`config.mk`:
```
export PLATFORM = sky130hd
export DESIGN_NAME = mem_stage
export DESIGN_NICKNAME = d
export VERILOG_FILES = /design/src/rtl/pipe_bus_pkg.sv /design/src/rtl/mem_stage.sv
export SDC_FILE = /design/constraint.sdc
export NUM_CORES = 1
export LEC_CHECK = 0
export ABC_AREA = 1
export CORE_MARGIN = 4
export CORE_UTILIZATION = 40
export DETAILED_ROUTE_END_ITERATION = 8
export PLACE_DENSITY = 0.77
export SYNTH_ARGS = -nofsm -noshare
export SYNTH_HDL_FRONTEND = slang
export SYNTH_SLANG_ARGS = --single-unit
```
`constraint.sdc`:
```
create_clock -name clk -period 1.8 [get_ports clk]
set_clock_uncertainty 0.2 [all_clocks]
set_input_delay 0.36 -clock clk [delete_from_list [all_inputs] [get_ports clk]]
set_output_delay 0.36 -clock clk [all_outputs]
set_load 0.02 [all_outputs]
```
`src/rtl/pipe_bus_pkg.sv`:
```
// Shared execute->memory->write-back bus layout and memory-stage state encoding.
package pipe_bus_pkg;

  localparam int unsigned ES2MS_BUS_W = 107;
  localparam int unsigned MS2WS_BUS_W = 38;

  // es2ms_bus field LSB positions
  localparam int unsigned ES_TGT_LSB  = 75;
  localparam int unsigned ES_ALU_LSB  = 43;
  localparam int unsigned ES_SD_LSB   = 11;
  localparam int unsigned ES_RD_LSB   = 6;
  localparam int unsigned ES_CTRL_LSB = 1;
  localparam int unsigned ES_ZERO_BIT = 0;

  // bit indices inside the 5-bit ctrl field
  localparam int unsigned CTRL_BRANCH    = 4;
  localparam int unsigned CTRL_MEM_READ  = 3;
  localparam int unsigned CTRL_MEM_WRITE = 2;
  localparam int unsigned CTRL_MEM2REG   = 1;
  localparam int unsigned CTRL_REG_WRITE = 0;

  // ms2ws_bus field positions
  localparam int unsigned WS_RW_BIT = 37;
  localparam int unsigned WS_RD_LSB = 32;

  typedef enum logic [1:0] {
    EMPTY = 2'd0,
    ISSUE = 2'd1,
    HOLD  = 2'd2
  } ms_state_e;

endpackage

```
`src/rtl/mem_stage.sv`:
```
// RV32 memory-access stage: accepts from execute, performs one data-RAM
// access over req/ack, resolves taken branches, hands results to write-back.
module mem_stage
  import pipe_bus_pkg::*;
#(
  parameter int unsigned ES2MS_W = ES2MS_BUS_W,
  parameter int unsigned MS2WS_W = MS2WS_BUS_W
) (
  input  logic               clk,
  input  logic               rst_n,
  input  logic               es_valid,
  input  logic [ES2MS_W-1:0] es2ms_bus,
  output logic               ms_ready,
  output logic               ms_valid,
  input  logic               ws_ready,
  output logic [MS2WS_W-1:0] ms2ws_bus,
  output logic               dram_req,
  output logic               dram_we,
  output logic [31:0]        dram_addr,
  output logic [31:0]        dram_wdata,
  input  logic               dram_ack,
  input  logic [31:0]        dram_rdata,
  output logic               br_taken,
  output logic [31:0]        br_target
);

  ms_state_e          state, state_nx;
  logic [ES2MS_W-1:0] es_r;
  logic [MS2WS_W-1:0] ms2ws_r, ms2ws_nx;
  logic               accept;

  logic [31:0] r_tgt, r_alu, r_sd;
  logic [4:0]  r_rd;
  logic [4:0]  r_ctrl;
  logic        r_zero;
  logic [4:0]  in_ctrl;

  assign r_tgt   = es_r[ES_TGT_LSB +: 32];
  assign r_alu   = es_r[ES_ALU_LSB +: 32];
  assign r_sd    = es_r[ES_SD_LSB +: 32];
  assign r_rd    = es_r[ES_RD_LSB +: 5];
  assign r_ctrl  = es_r[ES_CTRL_LSB +: 5];
  assign r_zero  = es_r[ES_ZERO_BIT];
  assign in_ctrl = es2ms_bus[ES_CTRL_LSB +: 5];

  always_comb begin
    state_nx = state;
    ms2ws_nx = ms2ws_r;
    ms_ready = (state == EMPTY) || ((state == HOLD) && ws_ready);
    accept   = es_valid && ms_ready;

    case (state)
      ISSUE: begin
        if (dram_ack) begin
          state_nx = HOLD;
          ms2ws_nx = {r_ctrl[CTRL_REG_WRITE], r_rd,
                      r_ctrl[CTRL_MEM2REG] ? dram_rdata : r_alu};
        end
      end
      HOLD: begin
        if (ws_ready) state_nx = EMPTY;
      end
      default: ;
    endcase

    // A HOLD handoff and a new accept may share the same edge; accept overrides.
    if (accept) begin
      if (in_ctrl[CTRL_MEM_READ] || in_ctrl[CTRL_MEM_WRITE]) begin
        state_nx = ISSUE;
      end else begin
        state_nx = HOLD;
        ms2ws_nx = {in_ctrl[CTRL_REG_WRITE], es2ms_bus[ES_RD_LSB +: 5],
                    es2ms_bus[ES_ALU_LSB +: 32]};
      end
    end
  end

  always_ff @(posedge clk or negedge rst_n) begin
    if (!rst_n) begin
      state   <= EMPTY;
      es_r    <= '0;
      ms2ws_r <= '0;
    end else begin
      state   <= state_nx;
      ms2ws_r <= ms2ws_nx;
      if (accept) es_r <= es2ms_bus;
    end
  end

  assign ms_valid   = (state == HOLD);
  assign ms2ws_bus  = ms2ws_r;
  assign dram_req   = (state == ISSUE);
  // Read wins when both read and write are flagged.
  assign dram_we    = dram_req && r_ctrl[CTRL_MEM_WRITE] && !r_ctrl[CTRL_MEM_READ];
  assign dram_addr  = {r_alu[31:2], 2'b00};
  assign dram_wdata = r_sd;
  assign br_taken   = (state == HOLD) && ws_ready && r_ctrl[CTRL_BRANCH] && r_zero;
  assign br_target  = r_tgt;

endmodule

```
==> metrics.md <==
| Metric | Value |
|---|---|
| Synth top area share | `49.1%` |
| Total vias in the final route | `7190` |
| Width of the die | `145 µm` |
| Cells along the critical path | `inv_2, ha_4, buf_6, buf_6, nand2_4, buf_8, buf_12, buf_12, nand2_4, nand2_4, a21oi_2` |
| Number of synthesized flops with an enable pin | `0` |
| Worst path required time | `1.94 ns` |
| Clk_lat worst skew | `0.41 ns` |
| Per-instance average area after synthesis | `7.98 µm²` |
| Fmax | `506 MHz` |
| Aggregate negative setup slack | `-13.87 ns` |
| Via count of the first global-routing pass | `6985` |
| Dominant cells by area after synthesis | `sky130_fd_sc_hd__dfrtp_1, sky130_fd_sc_hd__nand2_1, sky130_fd_sc_hd__buf_4` |
| Crit path top cell by count | `sky130_fd_sc_hd__nand2_4` |
| Total of buffers placed on input and output ports | `280` |
| Clock transition at the registers of the reported paths | `0.06 ns` |
| Unrepaired setup endpoints after global routing | `true` |
| Number of cells produced by synthesis | `939` |
| Clock tree buffer depth | `2` |
| # DRC | `0` |
| Number of antenna-violating nets in the routed design | `0` |
| Initial standard-cell utilization of the core | `41.1%` |
| Power density over the cells | `1800 nW/µm²` |
| Critical path fanouts, max | `6` |
| Period utilisation layout | `110%` |
| Routed len/inst | `19.7 µm` |
| Terminus of the critical flop-to-flop path | `ms2ws_bus[21]` |
| Most area-hungry cell type in the Yosys netlist | `sky130_fd_sc_hd__dfrtp_1` |
| Number of I/O pins | `283` |
| Core footprint | `18200 µm²` |
| Grt total ovfl | `0` |
| Initial drt markers | `254` |
| Kind of critical path | `reg -> reg` |
| Critical R2R Launch | `state[1]` |
| P_leak | `6.22 nW` |
| Floorplan die area | `21000 µm²` |
| Post-synth ARST share | `100%` |
| Critical Path Stages | `11` |
| Violations in the final reports | `setup timing` |
| Worst reg2reg setup slack | `-0.18 ns` |
| HPWL reported at the end of detailed placement | `14.8 mm` |
| Num CTS Buffers | `17` |
| Vias per cell | `5.07` |
| Global-route wire length before repair | `36.3 mm` |
| Number of H-tree levels | `4` |
| Synth top cells by count | `sky130_fd_sc_hd__nand2_1, sky130_fd_sc_hd__dfrtp_1, sky130_fd_sc_hd__nand3_1, sky130_fd_sc_hd__buf_4, sky130_fd_sc_hd__inv_1` |
| Count of clock tree sinks | `147` |
| Gpl congestion | `0.796` |
| Antenna violations before repair | `0` |
| Critical path buffer and inverter count | `6` |
| Share of cells above drive strength 1 | `34.2%` |
| Total detailed-routing wirelength | `27.9 mm` |
| Arrival @ worst endpoint | `2.11 ns` |
| Antenna cell count | `0` |
| Synthesis-stage register bit count | `147` |
| Number of nets in the layout | `1324` |
| Number of warnings printed during yosys synthesis | `0` |
| Final number of setup-violating endpoints | `149` |
| Clock tree from TritonCTS | `built` |
| Pin count of the biggest net entering global routing | `56` |
| Number of maximum-capacitance constraint violations | `0` |
| Sequential share of the synthesized area | `49.1%` |
| Global-route usage over all layers | `22.0%` |
| Maximum resistive drop on vdd | `875 µV` |
| Kind of end point of the critical path | `flop` |
| Slowest cell delay on critical path | `0.44 ns` |
| Count of endpoints failing hold in the final timing report | `0` |
| Length in cells of the worst reg-to-reg path | `11` |
| Nature of the critical path startpoint | `flop` |
| Path type of the worst min-delay path | `in -> async` |
| Number of iterations in the first detailed-routing pass | `6` |
| Area growth from synthesis to final layout | `68.4%` |
| Number of max-slew violations in the final report | `0` |
| Slowest cell on crit path | `sky130_fd_sc_hd__dfrtp_1` |
| Die Y-Extent | `145 µm` |
| Total power after layout | `0.0227 W` |
| Syn Std Cell Area | `7490 µm²` |
| Status | `finished with violations` |
| Placement row count | `49` |
| Worst setup path endpoint | `ms2ws_bus[21]` |
| Critical path launch point | `state[1]` |
| Most frequent cell after synthesis | `sky130_fd_sc_hd__nand2_1` |
| Synth Flop Type | `sky130_fd_sc_hd__dfrtp_1` |
| Minimum clock period | `1.98 ns` |
| Yosys cell types | `18` |
| Master cell of the clock root buffer | `sky130_fd_sc_hd__clkbuf_16` |
| Largest delay share family, worst path | `buffers and inverters` |
| Setup ws final | `-0.176 ns` |
-- worst min path at each step --
stage                  start           end  slack (ns)  depth (start not counted)
CTS                    rst_n  ms2ws_bus[6]        0.22                          2
global route        es_valid      state[0]        0.24                          3
floorplan              rst_n       es_r[0]       -0.14                          0
detailed placement     rst_n      es_r[49]         0.1                          1
finish                 rst_n      es_r[49]        0.22                          2
global placement       rst_n  ms2ws_bus[9]        0.09                          1
-- placed cells by master, fill, tap and decap left out, types with 4 or more instances in the layout --
master and instances:
sky130_fd_sc_hd__nand2_1 174, sky130_fd_sc_hd__dfrtp_1 147, sky130_fd_sc_hd__clkdlybuf4s50_1 141, sky130_fd_sc_hd__dlygate4sd2_1 125, sky130_fd_sc_hd__nand2_2 120, sky130_fd_sc_hd__nand3_1 119, sky130_fd_sc_hd__nand2_4 74, sky130_fd_sc_hd__inv_1 42
sky130_fd_sc_hd__a21oi_2 33, sky130_fd_sc_hd__clkbuf_16 32, sky130_fd_sc_hd__buf_6 24, sky130_fd_sc_hd__buf_12 22, sky130_fd_sc_hd__buf_4 19, sky130_fd_sc_hd__nor2_1 17, sky130_fd_sc_hd__nand3_2 15, sky130_fd_sc_hd__nor2_2 10
sky130_fd_sc_hd__nor2_4 9, sky130_fd_sc_hd__o21ai_1 8, sky130_fd_sc_hd__o21ai_2 6, sky130_fd_sc_hd__buf_16 6, sky130_fd_sc_hd__buf_8 6, sky130_fd_sc_hd__inv_2 4, sky130_fd_sc_hd__nand3_4 4, sky130_fd_sc_hd__nand2_8 4
sky130_fd_sc_hd__inv_6 4, sky130_fd_sc_hd__clkdlybuf4s15_1 4
-- state kept, by name, indices dropped and copies added, names as in the netlist --
| signal | count |
|---|---|
| es_r | 107 |
| state | 2 |
| ms2ws_bus | 38 |
-- cell type report --
| cell class | instances | area (µm²) |
|---|---|---|
| Fill cell | 1369 | 5590 |
| Timing Repair Buffer | 367 | 4070 |
| Multi-Input combinational cell | 598 | 3820 |
| Sequential cell | 147 | 3680 |
| Clock buffer | 21 | 460 |
| Tap cell | 229 | 287 |
| Inverter | 46 | 173 |
| Clock inverter | 10 | 124 |
-- through the flow --
| stage | instance area (µm²) | util [%] | hold slack (ns) | std cells | setup slack (ns) |
|---|---|---|---|---|---|
| final | 12600 | 69.3 | 0.223 | 1418 | -0.176 |
| after global routing | 12600 | 69.3 | 0.237 | 1418 | -0.230 |
| after CTS | 11100 | 61.2 | 0.224 | 1386 | -0.207 |
| after detailed placement | 10000 | 55.0 | 0.0954 | 1331 | -0.416 |
| after global placement | 10000 | 55.0 | 0.0926 | 1331 | -0.432 |
| after floorplan | 7500 | - | -0.136 | 940 | 0.0372 |
-- per-layer routing --
metal	share of wire, %	up-vias	track usage [%]
met5	0	-	0
li1	-	3332	-
met4	2.6	0	6.53
met2	49	286	37.4
met1	41	3522	27.1
met3	7.5	50	6.51
-- cell families (layout without fill, tap and decap cells) --
group,after synthesis,after routing,share of synthesized area [%]
AOI/OAI and AO/OA,47,47,4.74
other,1,2,0.0501
adders and majority gates,3,3,0.501
buffers and inverters,200,444,16.1
DFF,147,147,49.1
and+or+nand+nor,541,546,29.5
-- power by group --
group	switching (W)	leakage [nW]	total, W	internal [W]
clock	0.00143	0.281	0.00356	0.00213
combinational	0.00725	4.17	0.0129	0.00569
sequential	0.00131	1.77	0.00619	0.00487
total	0.0100	6.22	0.0227	0.0127
-- what timing repair did --
item,CTS,global route
hold buffers,1,0
pin swaps,37,19
cloned,8,27
gates resized for setup,269,278
setup endpoints to repair,266,120
hold endpoints to repair,31,0
setup buffers,15,9
Power figures use the tool's default switching activity.
